[src/rtl/uart_fifo_sched_if.sv]
// rtl/uart_fifo_sched_if.sv - producer, FIFO and transmitter signals of uart_fifo_sched
interface uart_fifo_sched_if #(
  parameter int DATA_W = 8,
  parameter int GAP_W  = 4,
  parameter int CNT_W  = 16
);
  logic              req0_valid;
  logic [DATA_W-1:0] req0_data;
  logic              req0_ready;
  logic              req1_valid;
  logic [DATA_W-1:0] req1_data;
  logic              req1_ready;
  logic              fifo_wr;
  logic [DATA_W-1:0] fifo_data_in;
  logic              fifo_full;
  logic              fifo_rd;
  logic [DATA_W-1:0] fifo_data_out;
  logic              fifo_empty;
  logic              tx_en;
  logic [GAP_W-1:0]  gap_cfg;
  logic              tx_busy;
  logic              tx_start;
  logic [DATA_W-1:0] tx_data;
  logic [CNT_W-1:0]  sent_count;
  logic              last_grant;

  modport slave (
    input  req0_valid, req0_data, req1_valid, req1_data,
    input  fifo_full, fifo_data_out, fifo_empty, tx_en, gap_cfg, tx_busy,
    output req0_ready, req1_ready, fifo_wr, fifo_data_in, fifo_rd,
    output tx_start, tx_data, sent_count, last_grant
  );

  modport master (
    output req0_valid, req0_data, req1_valid, req1_data,
    output fifo_full, fifo_data_out, fifo_empty, tx_en, gap_cfg, tx_busy,
    input  req0_ready, req1_ready, fifo_wr, fifo_data_in, fifo_rd,
    input  tx_start, tx_data, sent_count, last_grant
  );
endinterface

[src/rtl/uart_fifo_sched.sv]
// rtl/uart_fifo_sched.sv - round-robin FIFO writer and framed UART TX read scheduler
module uart_fifo_sched #(
  parameter int DATA_W = 8,
  parameter int GAP_W  = 4,
  parameter int CNT_W  = 16
) (
  input logic            clk,
  input logic            rst,
  uart_fifo_sched_if.slave bus
);
  typedef enum logic [2:0] {S_IDLE, S_POP, S_LOAD, S_START, S_WAIT, S_GAP} state_t;

  state_t            r_state;
  state_t            w_next;
  logic [GAP_W-1:0]  r_gap_cnt;
  logic [GAP_W-1:0]  w_gap_next;
  logic [DATA_W-1:0] r_tx_data;
  logic [CNT_W-1:0]  r_sent_count;
  logic              r_last_grant;
  logic              w_grant;
  logic              w_any_valid;
  logic              w_accept;
  logic              w_fifo_rd;
  logic              w_tx_start;

  // Contested cycles go to the producer that did not win the last accepted write.
  always_comb begin
    w_any_valid = bus.req0_valid || bus.req1_valid;
    if (bus.req0_valid && bus.req1_valid) w_grant = ~r_last_grant;
    else                                  w_grant = bus.req1_valid;
    w_accept = w_any_valid && !bus.fifo_full;
  end

  assign bus.req0_ready   = w_accept && !w_grant;
  assign bus.req1_ready   = w_accept && w_grant;
  assign bus.fifo_wr      = w_accept;
  assign bus.fifo_data_in = !w_any_valid ? '0 : (w_grant ? bus.req1_data : bus.req0_data);

  always_comb begin
    w_next     = r_state;
    w_gap_next = r_gap_cnt;
    w_fifo_rd  = 1'b0;
    w_tx_start = 1'b0;
    case (r_state)
      S_IDLE:  if (bus.tx_en && !bus.fifo_empty && !bus.tx_busy) w_next = S_POP;
      S_POP: begin
        if (!bus.fifo_empty) begin
          w_fifo_rd = 1'b1;
          w_next    = S_LOAD;
        end else begin
          w_next = S_IDLE;
        end
      end
      S_LOAD:  w_next = S_START;
      S_START: begin
        w_tx_start = 1'b1;
        w_next     = S_WAIT;
      end
      S_WAIT: begin
        if (!bus.tx_busy) begin
          if (bus.gap_cfg == '0) begin
            w_next = S_IDLE;
          end else begin
            w_next     = S_GAP;
            w_gap_next = bus.gap_cfg;
          end
        end
      end
      S_GAP: begin
        w_gap_next = r_gap_cnt - GAP_W'(1);
        if (r_gap_cnt <= GAP_W'(1)) w_next = S_IDLE;
      end
      default: w_next = S_IDLE;
    endcase
  end

  // Byte read in POP is presented by the FIFO one cycle later, during LOAD.
  always_ff @(posedge clk or negedge rst) begin
    if (!rst) begin
      r_state      <= S_IDLE;
      r_gap_cnt    <= '0;
      r_tx_data    <= '0;
      r_sent_count <= '0;
      r_last_grant <= 1'b1;
    end else begin
      r_state   <= w_next;
      r_gap_cnt <= w_gap_next;
      if (r_state == S_LOAD) r_tx_data <= bus.fifo_data_out;
      if (w_tx_start) r_sent_count <= r_sent_count + CNT_W'(1);
      if (w_accept) r_last_grant <= w_grant;
    end
  end

  assign bus.fifo_rd    = w_fifo_rd;
  assign bus.tx_start   = w_tx_start;
  assign bus.tx_data    = r_tx_data;
  assign bus.sent_count = r_sent_count;
  assign bus.last_grant = r_last_grant;
endmodule
[src/flat_wrapper.sv]
// flat-port wrapper written by rule: the top's interface ports become plain ports
module uart_fifo_sched_flat 
#(
  parameter int DATA_W = 8,
  parameter int GAP_W  = 4,
  parameter int CNT_W  = 16
)
  (clk, rst, bus_req0_valid, bus_req0_data, bus_req1_valid, bus_req1_data, bus_fifo_full, bus_fifo_data_out, bus_fifo_empty, bus_tx_en, bus_gap_cfg, bus_tx_busy, bus_req0_ready, bus_req1_ready, bus_fifo_wr, bus_fifo_data_in, bus_fifo_rd, bus_tx_start, bus_tx_data, bus_sent_count, bus_last_grant);
  uart_fifo_sched_if #(.DATA_W(DATA_W), .GAP_W(GAP_W), .CNT_W(CNT_W)) bus_i ();
  input logic clk;
  input logic rst;
  input wire logic [$bits(bus_i.req0_valid)-1:0] bus_req0_valid;
  input wire logic [$bits(bus_i.req0_data)-1:0] bus_req0_data;
  input wire logic [$bits(bus_i.req1_valid)-1:0] bus_req1_valid;
  input wire logic [$bits(bus_i.req1_data)-1:0] bus_req1_data;
  input wire logic [$bits(bus_i.fifo_full)-1:0] bus_fifo_full;
  input wire logic [$bits(bus_i.fifo_data_out)-1:0] bus_fifo_data_out;
  input wire logic [$bits(bus_i.fifo_empty)-1:0] bus_fifo_empty;
  input wire logic [$bits(bus_i.tx_en)-1:0] bus_tx_en;
  input wire logic [$bits(bus_i.gap_cfg)-1:0] bus_gap_cfg;
  input wire logic [$bits(bus_i.tx_busy)-1:0] bus_tx_busy;
  output wire logic [$bits(bus_i.req0_ready)-1:0] bus_req0_ready;
  output wire logic [$bits(bus_i.req1_ready)-1:0] bus_req1_ready;
  output wire logic [$bits(bus_i.fifo_wr)-1:0] bus_fifo_wr;
  output wire logic [$bits(bus_i.fifo_data_in)-1:0] bus_fifo_data_in;
  output wire logic [$bits(bus_i.fifo_rd)-1:0] bus_fifo_rd;
  output wire logic [$bits(bus_i.tx_start)-1:0] bus_tx_start;
  output wire logic [$bits(bus_i.tx_data)-1:0] bus_tx_data;
  output wire logic [$bits(bus_i.sent_count)-1:0] bus_sent_count;
  output wire logic [$bits(bus_i.last_grant)-1:0] bus_last_grant;
  assign bus_i.req0_valid = bus_req0_valid;
  assign bus_i.req0_data = bus_req0_data;
  assign bus_i.req1_valid = bus_req1_valid;
  assign bus_i.req1_data = bus_req1_data;
  assign bus_i.fifo_full = bus_fifo_full;
  assign bus_i.fifo_data_out = bus_fifo_data_out;
  assign bus_i.fifo_empty = bus_fifo_empty;
  assign bus_i.tx_en = bus_tx_en;
  assign bus_i.gap_cfg = bus_gap_cfg;
  assign bus_i.tx_busy = bus_tx_busy;
  assign bus_req0_ready = bus_i.req0_ready;
  assign bus_req1_ready = bus_i.req1_ready;
  assign bus_fifo_wr = bus_i.fifo_wr;
  assign bus_fifo_data_in = bus_i.fifo_data_in;
  assign bus_fifo_rd = bus_i.fifo_rd;
  assign bus_tx_start = bus_i.tx_start;
  assign bus_tx_data = bus_i.tx_data;
  assign bus_sent_count = bus_i.sent_count;
  assign bus_last_grant = bus_i.last_grant;
  uart_fifo_sched #(.DATA_W(DATA_W), .GAP_W(GAP_W), .CNT_W(CNT_W)) u_core (.clk(clk), .rst(rst), .bus(bus_i));
endmodule
[config.mk]
export PLATFORM = sky130hd
export DESIGN_NAME = uart_fifo_sched_flat
export DESIGN_NICKNAME = d
export VERILOG_FILES = /design/src/rtl/uart_fifo_sched_if.sv /design/src/rtl/uart_fifo_sched.sv /design/src/flat_wrapper.sv
export SDC_FILE = /design/constraint.sdc
export NUM_CORES = 1
export LEC_CHECK = 0
export BUFFER_PORTS_ARGS = -buffer_cell sky130_fd_sc_hd__buf_2
export CORE_MARGIN = 8
export CORE_UTILIZATION = 30
export DETAILED_ROUTE_END_ITERATION = 10
export GPL_TIMING_DRIVEN = 0
export SYNTH_ARGS = -nofsm -noshare
export SYNTH_HDL_FRONTEND = slang
export SYNTH_SLANG_ARGS = --single-unit
[constraint.sdc]
create_clock -name clk -period 2 [get_ports clk]
set_input_delay 0.2 -clock clk [delete_from_list [all_inputs] [get_ports clk]]
set_output_delay 0.2 -clock clk [all_outputs]
set_load 0.02 [all_outputs]
==> results of run 1 <==
[cell type report]
type / instances / area [um2]
clock buffers: 6 / 72.57
well taps: 72 / 90.09
plain buffers: 4 / 18.77
fillers: 561 / 3242
flip-flops and latches: 32 / 802.0
multi-input cells: 125 / 820.8
inverters: 6 / 22.52
clock inverters: 1 / 5.005
repair buffers: 73 / 365.4
[worst max-delay path by stage]
stage | end | depth (start not counted) | start
2_1_floorplan | bus_fifo_data_in[6] | 3 | u_core.bus.last_grant
3_3_place_gp | bus_fifo_data_in[5] | 5 | u_core.bus.last_grant
3_5_place_dp | bus_fifo_data_in[2] | 5 | u_core.bus.last_grant
4_1_cts | bus_fifo_data_in[2] | 5 | u_core.bus.last_grant
5_1_grt | bus_fifo_data_in[1] | 5 | u_core.bus.last_grant
6_report | bus_fifo_data_in[3] | 5 | u_core.bus.last_grant
[routing by layer]
| metal | part of all wire | track usage |
|---|---|---|
| met2 | 0.43 | 0.1546 |
| met3 | 0.11 | 0.05819 |
| met4 | 0.0093 | 0.03329 |
| met5 | 0 | 0 |
| met1 | 0.46 | 0.1106 |
[power by group through the flow]
stage | clock network (W) | logic [W] | registers [W]
final | 0.000461 | 0.000867 | 0.000970
after global routing | 0.000506 | 0.000965 | 0.000998
after CTS | 0.000479 | 0.000882 | 0.000973
after detailed placement | 0 | 0.000879 | 0.000980
after global placement | 0 | 0.000871 | 0.000979
after floorplan | 0 | 0.000466 | 0.00110
[placed cells by master (no fill, tap or decap), types with 2 or more instances in the layout]
cell,instances
clkbuf_1,2
or3_1,3
clkbuf_8,5
nor3_1,6
o21ai_0,14
dfrtp_1,31
nor2_1,10
inv_1,6
nor4_2,2
nand4_1,2
nand3_1,7
o211a_1,2
nand2_1,29
mux2_2,8
xor2_1,4
and3_1,4
a21oi_1,3
ha_1,3
buf_2,75
xnor2_1,11
o22ai_1,2
[critical path, stage by stage (launching register included)]
cell and delay [ps]:
dfstp_2 390, a21boi_2 300, clkbuf_2 280, nand2_1 90, o21ai_0 60, buf_2 180
[flip-flops by register name, summed over array words and instances, names as in the netlist]
signal and count:
u_core.r_gap_cnt 4, u_core.bus.last_grant 1, u_core.bus.tx_data 8, u_core.bus.sent_count 16, u_core.r_state 3
[stage by stage]
stage	worst slack [ps]	util	instances
3_3_place_gp	237.7	0.3888	312
5_1_grt	2.209	0.4040	319
2_1_floorplan	329.7	-	167
6_report	223.4	0.4040	319
3_5_place_dp	255.6	0.3888	312
4_1_cts	100.1	0.4037	319
[cells by family (layout without fill, tap and decap cells)]
group,count (synthesis),count (layout),synth area share
xor gates and xnor gates,15,15,0.07918
AOI/OAI and AO/OA,26,26,0.09503
muxes,8,8,0.05430
adders and majority gates,3,3,0.02263
buffers and inverters,10,90,0.02413
and+or+nand+nor,73,73,0.2413
DFF,32,32,0.4834
[repair_timing]
item	4_1_cts	5_1_grt
setup endpoints to repair	8	8
hold endpoints to repair	0	0
resized for setup	1	2
==> impl_metrics.tcl, run 1 <==
set metrics [dict create \
    gp_congestion 0.7571 \
    postSynthAreaPerCell_um2 9.935 \
    syn_nets 206 \
    drtIter0Drc 70 \
    core-area_mm2 0.005439 \
    hpwl_um 3060 \
    clk_latency_ps 280 \
    crit_type "register to output port" \
    cts_buffer_depth 2 \
    finClkSkew_ps 3.488 \
    crit_arrival_ps 1580 \
    area_growth_syn_to_layout_pct 32.43 \
    regToRegEndpoint "u_core.r_gap_cnt[2]" \
    power_frac_seq 0.422 \
    yosysTopAreaCell "dfrtp_1" \
    yosysSeqAreaShare 0.4834 \
    grt_antenna_before_repair 0 \
    post_cts_buffers 0 \
    ioPinCount 74 \
    p_sw_frac 0.3728 \
    die_area_mm2 0.008166 \
    power.share.clock 0.201 \
    async_reset_ff_frac 1.000 \
    fin_nets 286 \
    tightest_slew_ps 725.2 \
    hold_violations 31 \
    finalCritPeriodShare 0.8883 \
    crit_path_end_kind "output port" \
    vias 1476 \
    final_area_mm2 0.002197 \
    relSlewSlack 0.5165 \
    netlist-cell-type-count 36 \
    p_int_w 0.001441 \
    grt_overflow 0 \
    cts_buffers 5 \
    h-tree-depth 2 \
    period_minus_slack_ps 1777 \
    grt_pass1_wl_um 6865 \
    crit_path_start_kind "register" \
    whs_ps -21.32 \
    grt_max_degree 33 \
    place_area_mm2 0.002115 \
    finalSetupViolCount 0 \
    die_w_um 90.37 \
    first_pass_iters 4 \
    wl_um 3959 \
    peakVddDrop_v 0.0006315 \
    synth_common_cells "31 x dfrtp_1, 29 x nand2_1, 14 x o21ai_0" \
    cts_root_buf "clkbuf_8" \
    antenna_left 0 \
    yosys_register_bits 32 \
    synth.area.top_cells "dfrtp_1 47%, nand2_1 6.6%, xnor2_1 5.8%" \
    status "finished, violations left" \
    synth_top_area_frac 0.4676 \
    via_per_inst 4.627 \
    violations "negative hold slack" \
    crit_path_max_fanout 10 \
    leakagePower_nw 1.159 \
    synthFlopType "dfrtp_1" \
    rows 27 \
    die_y_um 90.37 \
    cts_tree "done" \
    diodes 0 \
    powerDensity_mw_per_mm2 1046 \
    reg2reg_depth 4 \
    synth_area_mm2 0.001659 \
    critPathRequiredTime_ps 1800 \
    rsz0062_at_grt "false" \
    fmax_ghz 0.5629 \
    switchingPower_w 0.0008568 \
    clkTransAtPathRegs_ps 60 \
    power_w 0.002298 \
    max_cap_viol_count 0 \
    grtUsageTotal 0.09935 \
    hp-class "input port to async pin" \
    drive_gt1_frac 0.4130 \
    route.detailed.drc 0 \
    synthCells 167 \
    cts.sinks 32 \
    synth_warnings 0 \
    portBuffers 73 \
    synth.most_common_cell "dfrtp_1" \
    synth-edff-count 0 \
    wl_per_cell_um 12.41 \
    fin_setup_tns_ps 0 \
    r2r-start "u_core.r_state[1]" \
    report.final.slew_viol_count 0 \
    postCtsHoldBufs 0 \
    p_comb_frac 0.377 \
    grt_pass1_vias 1535 \
    start_util 0.3050 \
    r2r_setup_slack_ps 410 \
]
Power figures use the tool's default switching activity.
==> run 2: changes to the inputs <==
==> constraint.sdc (replaced) <==
create_clock -name clk -period 1.55 [get_ports clk]
set_input_delay 0.155 -clock clk [delete_from_list [all_inputs] [get_ports clk]]
set_output_delay 0.155 -clock clk [all_outputs]
set_load 0.02 [all_outputs]
==> run 2 against run 1 <==
Net effect:
- the run now ends clean
- via count up 5.8%
- critical endpoint is now bus_req0_ready
- sequential power up 30%
- setup slack worse by 210 ps
- clock-buffer cell count unchanged
- total power up 35%
- worst hold slack better by 130 ps
- wire length up 11%
- non-clock buffer count up 9
- core utilization up 3.0 points
- critical path depth down 1
- sequential cell count unchanged
==> impl_metrics.tcl, run 2 (synthesis gave the netlist of run 1 again) <==
set metrics [dict create \
    status "finished, final reports clean" \
    drtIter0Drc 76 \
    period_minus_slack_ps 1536 \
    fmax_ghz 0.6509 \
    largest_reg_flops 16 \
    rows 27 \
    crit_chain "a21boi_4 > clkbuf_8 > nor3_2 > buf_4" \
    hpwl_um 3060 \
    relSlewSlack 0.5163 \
    crit_path_start_kind "register" \
    grtUsageTotal 0.1048 \
    hold_violations 0 \
    cts_root_buf "clkbuf_8" \
    h-tree-depth 2 \
    route.detailed.drc 0 \
    cts_buffer_depth 2 \
    finalSetupViolCount 0 \
    vias 1562 \
    via_per_inst 4.762 \
    grt_overflow 0 \
    cts_tree "done" \
    post-place-ws_ps -149.4 \
    critPathRequiredTime_ps 1390 \
    clk_latency_ps 280 \
    powerDensity_mw_per_mm2 1317 \
    die_w_um 90.37 \
    hp-class "input port to register" \
    peakVddDrop_v 0.0008183 \
    grt_antenna_before_repair 0 \
    final_cell_mix "67 x buf_2, 29 x nand2_1, 27 x dfrtp_1" \
    crit_path_max_fanout 5 \
    cts.sinks 32 \
    grt_max_degree 33 \
    rsz0062_at_grt "true" \
    wl_um 4411 \
    gp_congestion 0.7571 \
    start_util 0.3050 \
    finClkSkew_ps 3.981 \
    drive_gt1_frac 0.4844 \
    grt_pass1_wl_um 7189 \
    setup_ws_ps 13.69 \
    fin_nets 295 \
    crit_type "register to output port" \
    first_pass_iters 4 \
    portBuffers 73 \
    wl_per_cell_um 13.45 \
    tightest_slew_ps 725.6 \
    cpMaxStageDelayCell "dfstp_2" \
    crit_path_end_kind "output port" \
    clkTransAtPathRegs_ps 60 \
    ioPinCount 74 \
    report.final.slew_viol_count 0 \
    finalCritPeriodShare 0.9912 \
    layout_commonest_cell "buf_2" \
    antenna_left 0 \
    grt_pass1_vias 1582 \
    crit_arrival_ps 1380 \
    max_stage_delay_ps 560 \
    leakagePower_nw 1.233 \
    area_growth_syn_to_layout_pct 42.38 \
    die_area_mm2 0.008166 \
    core-area_mm2 0.005439 \
    max_cap_viol_count 0 \
    diodes 0 \
    cts_buffers 5 \
    die_y_um 90.37 \
    final_core_util 0.4343 \
]
==> run 2: critical path: cells and delay by family, from the launching register on <==
| family | cells | cell delay (ps) |
|---|---|---|
| flip-flops | 1 | 560 |
| buffers and inverters | 2 | 320 |
| AND/OR/NAND/NOR | 1 | 150 |
| AO/OA/AOI/OAI | 1 | 70 |
==> run 2: layer usage <==
layer | GRT usage | routed length (um) | up-vias
li1 | - | - | 752
met1 | 0.1145 | 1925 | 736
met2 | 0.1699 | 1988 | 68
met3 | 0.05653 | 442 | 6
met4 | 0.03329 | 55 | 0
met5 | 0 | 0 | -
==> run 2: final cells by class <==
| cell class | instances | area [um2] |
|---|---|---|
| Tap cell | 72 | 90.09 |
| Multi-Input combinational cell | 125 | 878.3 |
| Sequential cell | 32 | 807.0 |
| Inverter | 6 | 22.52 |
| Timing Repair Buffer | 82 | 459.2 |
| Clock inverter | 1 | 5.005 |
| Clock buffer | 6 | 72.57 |
| Fill cell | 543 | 3077 |
| Buffer | 4 | 27.53 |
==> run 2: worst paths after layout <==
path                                           start                   endpoint  slack, ps  cells after the start
setup / recovery               u_core.bus.last_grant             bus_req0_ready         10                      4
hold / removal                  bus_fifo_data_out[6]      u_core.bus.tx_data[6]        110                      2
setup reg to reg                   u_core.r_state[1]        u_core.r_gap_cnt[2]         20                      4
hold reg to reg            u_core.bus.sent_count[15]  u_core.bus.sent_count[15]        460                      1
max in group asynchronous                        rst   u_core.bus.sent_count[0]        580                      2
min in group asynchronous                        rst   u_core.bus.sent_count[8]        470                      2
==> run 2: repair_timing <==
item,in CTS,in global routing
buffers inserted,4,3
gates resized for setup,8,30
pin swaps,2,2
endpoints found under the setup margin,17,21
endpoints found under the hold margin,31,0
cloned,1,0
hold buffers,1,0
==> run 2: power breakdown <==
group / leakage, nW / internal [W] / switching, W
clock network: 0.0410 / 0.000305 / 0.000295
registers: 0.409 / 0.00107 / 0.000198
logic: 0.783 / 0.000572 / 0.000676
==> run 2: stage by stage <==
| step | area, um2 | hold WS [ps] | std cells | TNS [ps] | power [W] |
|---|---|---|---|---|---|
| 6_report | 2362 | 105.3 | 328 | 0 | 0.003112 |
| 5_1_grt | 2362 | 96.52 | 328 | -117.9 | 0.003318 |
| 4_1_cts | 2276 | 93.94 | 325 | 0 | 0.003062 |
| 3_5_place_dp | 2115 | 259.3 | 312 | -1300 | 0.002399 |
| 3_3_place_gp | 2115 | 264.7 | 312 | -1415 | 0.002388 |
| 2_1_floorplan | 1659 | -140.6 | 167 | -148.7 | 0.002024 |
==> run 3: changes to the inputs <==
--- a/config.mk
+++ b/config.mk
@@ -6,7 +6,7 @@
 export NUM_CORES = 1
 export LEC_CHECK = 0
 export BUFFER_PORTS_ARGS = -buffer_cell sky130_fd_sc_hd__buf_2
-export CORE_MARGIN = 8
+export CORE_ASPECT_RATIO = 1.5
 export CORE_UTILIZATION = 30
 export DETAILED_ROUTE_END_ITERATION = 10
 export GPL_TIMING_DRIVEN = 0
==> run 3 against run 2 <==
Net effect:
- the run now ends with negative setup slack left
- worst hold slack got worse by 9.8 ps
- non-clock buffer count grew 6
- clock power is 3% higher
- final cell count grew 0.91%
- die area down 29%
- register-to-register slack hardly changed
- combinational power is 7% higher
- global-route usage up 3.7 points
- wire length decreased by 8.4%
- largest cell class unchanged
==> impl_metrics.tcl, run 3 (synthesis gave the netlist of run 1 again) <==
set metrics [dict create \
    hp-class "input port to register" \
    critPathRequiredTime_ps 1390 \
    final_cell_mix "70 x buf_2, 28 x nand2_1, 27 x dfrtp_1" \
    clkTransAtPathRegs_ps 70 \
    crit_path_end_kind "output port" \
    core-area_mm2 0.005245 \
    period_minus_slack_ps 1560 \
    crit_type "register to output port" \
    layout_commonest_cell "buf_2" \
    portBuffers 73 \
    leakagePower_nw 1.266 \
    relSlewSlack 0.5041 \
    cts_buffers 5 \
    cts_root_buf "clkbuf_8" \
    crit_start "u_core.bus.last_grant" \
    finalCritPeriodShare 1.006 \
    holdPathStages 2 \
    max_cap_viol_count 0 \
    cpMaxStageDelayCell "dfstp_2" \
    drtIter0Drc 25 \
    clk_latency_ps 290 \
    grt_overflow 0 \
    vias 1576 \
    peakVddDrop_v 0.0008126 \
    h-tree-depth 2 \
    max_stage_delay_ps 560 \
    grtUsageTotal 0.1422 \
    cts_buffer_depth 2 \
    rows 32 \
    finalSetupViolCount 1 \
    tightest_slew_ps 743.8 \
    via_per_inst 4.761 \
    min_from "bus_fifo_data_out[0]" \
    crit_path_max_fanout 7 \
    die_w_um 62.72 \
    dp_cells 308 \
    first_pass_iters 4 \
    cts_tree "done" \
    grt_pass1_wl_um 6444 \
    reg2reg_depth 4 \
    cts.sinks 32 \
    crit_arrival_ps 1400 \
    crit_chain "a21boi_4 > buf_4 > o21ai_0 > buf_2" \
    antenna_left 0 \
    power_w 0.003227 \
    report.final.slew_viol_count 0 \
    ioPinCount 74 \
    grt_pass1_vias 1438 \
    grt_max_degree 33 \
    fin_nets 302 \
    fillers 528 \
    place_area_mm2 0.002110 \
    setup_ws_ps -9.734 \
    final_area_mm2 0.002414 \
    drive_gt1_frac 0.4905 \
    post-place-ws_ps -179.4 \
    area_growth_syn_to_layout_pct 45.47 \
    wl_per_cell_um 12.20 \
    gp_congestion 0.8184 \
    die_y_um 93.08 \
    start_util 0.3163 \
    hold_violations 0 \
    wl_um 4039 \
    grt_antenna_before_repair 0 \
    fmax_ghz 0.6411 \
    violations "negative setup slack" \
    hpwl_um 2710 \
    finClkSkew_ps 8.170 \
    route.detailed.drc 0 \
    status "finished, violations left" \
    largest_reg_flops 16 \
    finalNonFillerCells 331 \
    r2r-start "u_core.r_state[1]" \
    crit_path_start_kind "register" \
    rsz0062_at_grt "true" \
    die_area_mm2 0.005838 \
    diodes 0 \
    powerDensity_mw_per_mm2 1337 \
]
[run 3: routing by layer]
layer / GRT usage / vias to the layer above / share of wire
li1: - / 771 / -
met1: 0.1497 / 729 / 0.39
met2: 0.2600 / 68 / 0.53
met3: 0.03537 / 8 / 0.064
met4: 0.06977 / 0 / 0.021
met5: 0 / - / 0
[run 3: final timing paths]
path / end / slack (ps)
max in group asynchronous: u_core.r_state[2] / 560
worst min-delay path: u_core.bus.tx_data[0] / 100
worst max register to register: u_core.r_gap_cnt[2] / 10
min in group asynchronous: u_core.bus.sent_count[2] / 460
worst min register to register: u_core.bus.sent_count[15] / 470
worst max-delay path: bus_fifo_data_in[3] / -10
[run 3: cell type report]
| type | count | area [um2] | area share |
|---|---|---|---|
| inverter | 6 | 22.52 | 0.009331 |
| timing repair buffer | 88 | 506.7 | 0.2100 |
| clock buffer | 5 | 68.82 | 0.02851 |
| multi-input combinational | 126 | 879.6 | 0.3644 |
| tap | 68 | 85.08 | 0.03525 |
| sequential | 32 | 807.0 | 0.3344 |
| buffer | 4 | 31.28 | 0.01296 |
| clock inverter | 2 | 12.51 | 0.005184 |
[run 3: repair_timing]
| item | 4_1_cts | 5_1_grt |
|---|---|---|
| cloned | 1 | 1 |
| setup endpoints to repair | 18 | 21 |
| buffers inserted | 4 | 9 |
| pin swaps | 2 | 3 |
| resized for setup | 11 | 19 |
| hold buffers | 1 | 0 |
| hold endpoints to repair | 31 | 0 |
[run 3: report_power, final]
group	internal (W)	total [W]	switching [W]	leakage [nW]
sequential	0.00107	0.00127	0.000205	0.409
combinational	0.000646	0.00134	0.000692	0.817
clock	0.000304	0.000617	0.000313	0.0400
[run 3: per-stage QoR]
step,TNS [ps],util,hold slack (ps)
2_1_floorplan,-148.7,-,-140.6
3_3_place_gp,-1476,0.4022,254.3
3_5_place_dp,-1622,0.4022,262.2
4_1_cts,0,0.4363,86.00
5_1_grt,-622.5,0.4602,83.96
6_report,-9.734,0.4602,95.51
[run 3: worst max-delay path: cells and delay by family (launching register included)]
| family | cells | cell delay (ps) |
|---|---|---|
| buffers and inverters | 2 | 340 |
| AO/OA/AOI/OAI | 2 | 220 |
| flip-flops | 1 | 560 |
